[config.mk]
export PLATFORM = sky130hd
export DESIGN_NAME = fifo_arbiter_flat
export DESIGN_NICKNAME = d
export VERILOG_FILES = /design/src/rtl/fifo_arbiter_if.sv /design/src/rtl/fifo_arbiter.sv /design/src/flat_wrapper.sv
export SDC_FILE = /design/constraint.sdc
export NUM_CORES = 1
export LEC_CHECK = 0
export BUFFER_PORTS_ARGS = -buffer_cell sky130_fd_sc_hd__buf_2
export CORE_UTILIZATION = 24
export DETAILED_ROUTE_END_ITERATION = 10
export SYNTH_ARGS = -nofsm -noshare
export SYNTH_HDL_FRONTEND = slang
export SYNTH_SLANG_ARGS = --single-unit
[constraint.sdc]
create_clock -name clk -period 3.9 [get_ports clk]
set_input_delay 0.585 -clock clk [delete_from_list [all_inputs] [get_ports clk]]
set_output_delay 0.585 -clock clk [all_outputs]
set_load 0.1 [all_outputs]
[src/rtl/fifo_arbiter_if.sv]
// Bundle between N_REQ upstream fifos, the arbiter, and one downstream fifo.
// The slave modport is the arbiter side; the master modport drives requests and out_ready.
`ifndef DATA_WIDTH
`define DATA_WIDTH 8
`endif

interface fifo_arbiter_if #(
  parameter int N_REQ = 4,
  parameter int W     = `DATA_WIDTH + 1
);
  // Upstream: a word moves out of fifo i on a clock edge where req_deq[i] is high;
  // req_deq[i] is only ever raised while req_valid[i] is high. Downstream: out_enq is
  // raised only in the cycle after one in which out_ready was high, one word per cycle.
  logic [N_REQ-1:0]   req_valid;
  logic [N_REQ*W-1:0] req_data;
  logic [N_REQ-1:0]   req_deq;
  logic               out_ready;
  logic               out_enq;
  logic [W-1:0]       out_d;
  logic [N_REQ-1:0]   grant;

  modport master (
    output req_valid, req_data, out_ready,
    input  req_deq, out_enq, out_d, grant
  );

  modport slave (
    input  req_valid, req_data, out_ready,
    output req_deq, out_enq, out_d, grant
  );
endinterface

[src/rtl/fifo_arbiter.sv]
// Round-robin burst arbiter: moves up to MAX_BURST words from one upstream fifo at a
// time into a single downstream fifo, with a one-cycle arbitration gap between owners.
`ifndef DATA_WIDTH
`define DATA_WIDTH 8
`endif

module fifo_arbiter #(
  parameter int ID        = 0,
  parameter int N_REQ     = 4,
  parameter int MAX_BURST = 8
) (
  input  logic           clk,
  input  logic           rst,
  fifo_arbiter_if.slave  bus,
  output logic           dbg_state
);
  localparam int W  = `DATA_WIDTH + 1;
  localparam int IW = $clog2(N_REQ);
  localparam logic [5:0] LAST_BEAT = 6'(MAX_BURST - 1);

  if (N_REQ < 2 || N_REQ > 8 || MAX_BURST < 1 || MAX_BURST > 64 || ID < 0) begin : g_bad_param
    $error("fifo_arbiter: parameter out of range");
  end

  typedef enum logic {IDLE, GRANT} state_e;

  state_e           state, state_n;
  logic [IW-1:0]    g, g_n;
  logic [IW-1:0]    last, last_n;
  logic [5:0]       burst_cnt, burst_cnt_n;
  logic [N_REQ-1:0] grant_q, grant_n;
  logic             out_enq_q;
  logic [W-1:0]     out_d_q;

  logic             xfer;
  logic [N_REQ-1:0] deq;
  logic [W-1:0]     word_g;
  logic             sel_found;
  logic [IW-1:0]    sel_idx;
  logic [IW-1:0]    cand;
  int               cand_i;

  // Rotating search: first valid requester starting just after the previous owner.
  always_comb begin
    sel_found = 1'b0;
    sel_idx   = '0;
    cand      = '0;
    cand_i    = 0;
    for (int k = 1; k <= N_REQ; k++) begin
      cand_i = int'(last) + k;
      if (cand_i >= N_REQ) cand_i = cand_i - N_REQ;
      cand = IW'(cand_i);
      if (!sel_found && bus.req_valid[cand]) begin
        sel_found = 1'b1;
        sel_idx   = cand;
      end
    end
  end

  always_comb begin
    word_g = '0;
    for (int i = 0; i < N_REQ; i++) begin
      if (g == IW'(i)) word_g = bus.req_data[i*W +: W];
    end
  end

  always_comb begin
    state_n     = state;
    g_n         = g;
    last_n      = last;
    burst_cnt_n = burst_cnt;
    grant_n     = grant_q;
    xfer        = (state == GRANT) && bus.req_valid[g] && bus.out_ready;
    deq         = '0;
    if (xfer) deq[g] = 1'b1;
    case (state)
      IDLE: begin
        grant_n = '0;
        if (sel_found) begin
          state_n          = GRANT;
          g_n              = sel_idx;
          burst_cnt_n      = '0;
          grant_n[sel_idx] = 1'b1;
        end
      end
      GRANT: begin
        if (xfer) burst_cnt_n = burst_cnt + 6'd1;
        // Losing valid ends the burst even when the downstream is stalled.
        if (!bus.req_valid[g] || (xfer && burst_cnt == LAST_BEAT)) begin
          state_n = IDLE;
          last_n  = g;
          grant_n = '0;
        end
      end
      default: state_n = IDLE;
    endcase
  end

  always_ff @(posedge clk or negedge rst) begin
    if (!rst) begin
      state     <= IDLE;
      g         <= '0;
      last      <= IW'(N_REQ - 1);
      burst_cnt <= '0;
      grant_q   <= '0;
      out_enq_q <= 1'b0;
      out_d_q   <= '0;
    end else begin
      state     <= state_n;
      g         <= g_n;
      last      <= last_n;
      burst_cnt <= burst_cnt_n;
      grant_q   <= grant_n;
      out_enq_q <= xfer;
      if (xfer) out_d_q <= word_g;
    end
  end

  assign bus.req_deq = deq;
  assign bus.out_enq = out_enq_q;
  assign bus.out_d   = out_d_q;
  assign bus.grant   = grant_q;
  assign dbg_state   = (state == GRANT);
endmodule

[src/flat_wrapper.sv]
// flat-port wrapper written by rule: the top's interface ports become plain ports
module fifo_arbiter_flat 
#(
  parameter int ID        = 0,
  parameter int N_REQ     = 4,
  parameter int MAX_BURST = 8
)
  (clk, rst, dbg_state, bus_req_valid, bus_req_data, bus_out_ready, bus_req_deq, bus_out_enq, bus_out_d, bus_grant);
  fifo_arbiter_if #(.N_REQ(N_REQ), .W((`DATA_WIDTH + 1))) bus_i ();
  input  logic clk;
  input  logic rst;
  output logic dbg_state;
  input wire logic [$bits(bus_i.req_valid)-1:0] bus_req_valid;
  input wire logic [$bits(bus_i.req_data)-1:0] bus_req_data;
  input wire logic [$bits(bus_i.out_ready)-1:0] bus_out_ready;
  output wire logic [$bits(bus_i.req_deq)-1:0] bus_req_deq;
  output wire logic [$bits(bus_i.out_enq)-1:0] bus_out_enq;
  output wire logic [$bits(bus_i.out_d)-1:0] bus_out_d;
  output wire logic [$bits(bus_i.grant)-1:0] bus_grant;
  assign bus_i.req_valid = bus_req_valid;
  assign bus_i.req_data = bus_req_data;
  assign bus_i.out_ready = bus_out_ready;
  assign bus_req_deq = bus_i.req_deq;
  assign bus_out_enq = bus_i.out_enq;
  assign bus_out_d = bus_i.out_d;
  assign bus_grant = bus_i.grant;
  fifo_arbiter #(.ID(ID), .N_REQ(N_REQ), .MAX_BURST(MAX_BURST)) u_core (.clk(clk), .rst(rst), .bus(bus_i), .dbg_state(dbg_state));
endmodule
Word-level counts from Yosys, hierarchy flattened
Index checks and enable logic that the tools add are counted.

word-level totals
  flip-flop bits (word level) = 25
  input bits = 43
  output and inout bits = 19
  logic and storage cells = 93

operators by class
  add/sub/neg operators = 9
  $lt $le $gt $ge = 12
  equality and inequality tests = 7
  muxes and demuxes = 40
  bitwise logic cells = 1
  reductions and logical operators = 17

operators by type and width
  kind                 number
  $mux 9               4
  $lt 2x3->1 const B   6
  $mux 2               8
  $mux 1               13
  $mux 4               3
  $mux 6               2
  $pmux 6 s2           1
  $bmux 1 s2           5
  $ge 3x3->1 const B   3
  $logic_and 1x1->1    8
  $pmux 4 s2           1
  $sub 2x1->2 const B  4
  $add 2x2->3 const B  2
  $add 6x1->6 const B  1
  $eq 6x3->1 const B   1
  $reduce_and 2->1     3
  $add 2x3->4 const B  1
  $demux 1 s2          2
  $eq 2x2->1 const B   2
  $ge 2x1->1 const B   2
  $ge 4x3->1 const B   1
  $logic_not 1->1      4
  $ne 2x2->1 const B   2
  $add 2x1->3 const B  1
  other kinds (6)      6

Depth between registers and ports, before layout
  depth after elaboration = 21
  gate-level depth with buffers = 6
  depth with buffers taken out = 4

Least setup slack after synthesis
Ideal clock, no wire load.

  kind = register to output
  from = reg u_core.state (netlist: u_core.dbg_state)
  to = out bus_req_deq[0]
  data arrival time = 4.438 ns
  data required time = 3.315 ns
  path slack = -1.123 ns
  stages on the path, launching flop included = 4
  path buffers = 1
  cells stage by stage = dfrtp_1 clkbuf_1 nand2_1 nor4b_1

between the ends
  word-level cells in the longest chain between the ends = 3

ends and longest elaborated chain
  what                             RTL line             source
  start: declaration               fifo_arbiter.sv:27   state_e state, state_n;
  start signal: assignment         fifo_arbiter.sv:109  state <= state_n;
  $logic_and 1x1->1 (2 in series)  fifo_arbiter.sv:73   xfer = (state == GRANT) && bus.req_valid[g] && bus.out_ready;
  $mux 4                           fifo_arbiter.sv:75   if (xfer) deq[g] = 1'b1;
  end: declaration                 flat_wrapper.sv:16   output wire logic [$bits(bus_i.req_deq)-1:0] bus_req_deq;

Every way passes these cells.

Worst setup path after layout
  from = reg u_core.g[0]
  to = out bus_req_deq[3]

between the ends
  word-level cells in the longest chain between the ends = 5
  elaborated cells between the ends (all ways) = 10
  classes of those cells = order compare (2); mux (5); reduce/logical (3)

ends and longest elaborated chain
  what                                                               RTL line                                source
  start: declaration                                                 fifo_arbiter.sv:28                      logic [IW-1:0] g, g_n;
  start signal: assignment                                           fifo_arbiter.sv:110                     g <= g_n;
  $lt 2x3->1 (not written as such) (tied with other cells)           fifo_arbiter.sv:75
  $logic_and 1x1->1 (not written as such) or $mux 1 (tied branches)  fifo_arbiter.sv:75, fifo_arbiter.sv:73
  $mux 1 (not written as such) or $logic_and 1x1->1 (tied branches)  fifo_arbiter.sv:75, fifo_arbiter.sv:73
  $demux 1 s2 or $logic_and 1x1->1 (tied branches)                   --
  $mux 4 *                                                           fifo_arbiter.sv:75

Mark *: on every way between the ends. The rest lies on a longest branch, timed or not. The select of a mux whose other input is x is not followed.

==> run_results.csv <==
group,metric,value,unit
status,outcome,"complete, no violations",
sta,slew-limit-headroom,0.4753,
routing,remaining_drc_errors,0,
critical_path,path_cells,"and4_1, buf_2",
routing,wl,3333,um
cts,path_clk_slew,0.09,ns
cts,post_cts_buffers,0,
sta,setup_viol,0,
critical_path,path_depth,2,
grt,grt_pass1_vias,1192,
routing,antenna_left,0,
sta,period_needed,2.477,ns
sta,slew_violations,0,
cells_and_area,final_core_util,0.3269,
cts,post_cts_resize_count,0,
grt,grt_pass1_wl,5526,um
grt,grt_max_degree,26,
cts,hold_buffers,0,
critical_path,critPathArrivalTime,1.89,ns
cells_and_area,seq_area,628.1,sq um
routing,vias,1164,
sta,timing.final.ws_setup,1.423,ns
sta,fin_tns_setup,0,ns
cells_and_area,syn_to_final_growth,28.51,%
critical_path,cp-end-kind,"output port",
routing,vias_per_cell,4.790,
cells_and_area,antenna_cells,0,
critical_path,r2r_slack,1.69,ns
placement,finalWeightedCongestion,0.7366,
logic_synthesis,ys_ff_latch,25,
critical_path,ff2ff_path_depth,3,
cts,cts_buffers,3,
sta,hold_viol,0,
sta,worstMarginPinSlew,0.7871,ns
placement,pre_cts_slack,1.652,ns
cells_and_area,drive_above_1_share,0.5614,
logic_synthesis,syn_area_per_cell,12.62,sq um
grt,antenna_found_initial,0,
floorplanning,ios,62,
hold_path,min_path_type,"input pin to asynchronous set/reset pin",
routing,detail_route.wl_per_cell,13.72,um
placement,place_hpwl,2571,um
cells_and_area,multi_input_area,757.0,sq um
cts,worstSkewPairLatency,0.27,ns
grt,track_usage,0.1142,
critical_path,worstSetupPathType,"flip-flop to output port",
floorplanning,chipWidth,79.09,um
cts,clockBufferDepth,2,
sta,min_period_over_period,0.6352,
routing,drt_iter0_drc,80,
logic_synthesis,syn_nets,157,
cells_and_area,nets,216,
critical_path,worstPathMaxFanout,16,
sta,timing.hold.ws,0.2943,ns
logic_synthesis,yosysSeqAreaShare,0.4404,
placement,place.port_buffers,61,
cells_and_area,nFillCells,604,
logic_synthesis,synth_top_area_share,0.4035,
critical_path,crit_required,3.31,ns
logic_synthesis,yosys.area.top_type,"dfrtp_1",
cts,clock-sinks,25,
critical_path,path_delay_family,"flip-flops",
grt,grt_remaining_overflow,0,
logic_synthesis,yosysWarnings,0,
routing,drt_pre_antenna_iters,4,
floorplanning,num_rows,27,
logic_synthesis,synth_area_leaders,"dfrtp_1 40%, mux4_2 16%, mux2_2 7.9%",
critical_path,max_stage_delay,0.87,ns
logic_synthesis,syn-cell-area,1426,sq um
floorplanning,design.die.area,6255,sq um
critical_path,crit_buf_inv,1,
logic_synthesis,synth_cell_types,37,
logic_synthesis,synthCells,113,
sta,fmax,403.7,MHz
cts,cts.htree.levels,1,
floorplanning,core,5608,sq um
sta,rsz0062_at_grt,"false",
cts,clock_tree.root_cell,"clkbuf_8",
floorplanning,die_h,79.09,um
critical_path,cp-start-kind,"flip-flop",
sta,worst_clock_skew,0.005996,ns
cts,cts_tree,"built",
flow_run,drv_cap,0,
critical_path,cp_slowest_cell,"dfrtp_1",
floorplanning,initial_core_util,0.2544,
## routing by layer
metal	GRT usage	part of all wire
met1	0.1425	0.44
met2	0.1922	0.49
met3	0.02414	0.054
met4	0.04364	0.013
met5	0	0
## final cells by class
type / count / share of cell area
clock inverters: 1 / 0.004096
well taps: 72 / 0.04915
inverters: 1 / 0.002048
flip-flops and latches: 25 / 0.3427
repair buffers: 61 / 0.1666
multi-input cells: 80 / 0.4130
clock buffers: 3 / 0.02253
## cell families (layout without fill, tap and decap cells)
family,Yosys count,in the layout,share of synthesized area
buffers and inverters,8,66,0.03333
multiplexers,24,24,0.2719
XOR/XNOR,1,1,0.006141
AO/OA/AOI/OAI,15,15,0.07983
flip-flops,25,25,0.4403
adder cells (fa/ha/maj),1,1,0.008771
AND/OR/NAND/NOR,39,39,0.1597
## per-stage QoR
| stage | cell area (sq um) | std cells |
|---|---|---|
| floorplan | 1433 | 113 |
| global placement | 1784 | 239 |
| detailed placement | 1784 | 239 |
| CTS | 1833 | 243 |
| global route | 1833 | 243 |
| finish | 1833 | 243 |
## sequential cells by signal, summed over array words and instances (netlist names)
register	count
u_core.bus.grant	4
u_core.bus.out_d	9
u_core.burst_cnt	6
u_core.last	2
u_core.g	2
u_core.dbg_state	1
u_core.bus.out_enq	1
## placed cells by master (no fill, tap or decap), types with 7 or more instances in the layout
master   netlist  layout
dfrtp_1       23      23
mux2_2        10      10
nand2_1        7       7
buf_2          2      61
mux4_2        10      10
nand3_1        7       7
## synth_stat cells
cell type	n
a21bo_2	1
a21o_1	1
a21oi_1	3
a22o_1	1
a32o_1	1
and2_2	1
and3_1	1
and3b_1	1
and4_1	2
buf_2	2
buf_6	2
clkbuf_1	3
dfrtp_1	23
dfstp_2	2
ha_1	1
inv_1	1
mux2_2	10
mux2_4	2
mux2i_1	2
mux4_2	10
nand2_1	7
nand2_4	1
nand2b_1	2
nand3_1	7
nand4_1	3
nor2_1	3
nor2b_1	2
nor3_1	2
nor4_1	1
nor4b_1	2
o211ai_1	3
o221ai_1	1
o2bb2ai_1	1
o31ai_1	3
or2_2	3
or4_1	1
xor2_1	1
## path summary, 6_finish.rpt
| path | startpoint | to |
|---|---|---|
| setup reg to reg | u_core.g[1] | u_core.bus.out_d[4] |
| min in group clk | u_core.bus.grant[1] | u_core.bus.grant[1] |
| hold reg to reg | u_core.bus.grant[1] | u_core.bus.grant[1] |
| setup / recovery | u_core.g[0] | bus_req_deq[3] |
| hold / removal | rst | u_core.bus.out_enq |
| max in group asynchronous | rst | u_core.last[1] |
Power is not shown: default switching activity piles up to over one toggle a cycle in this logic, so the estimate is an artifact.
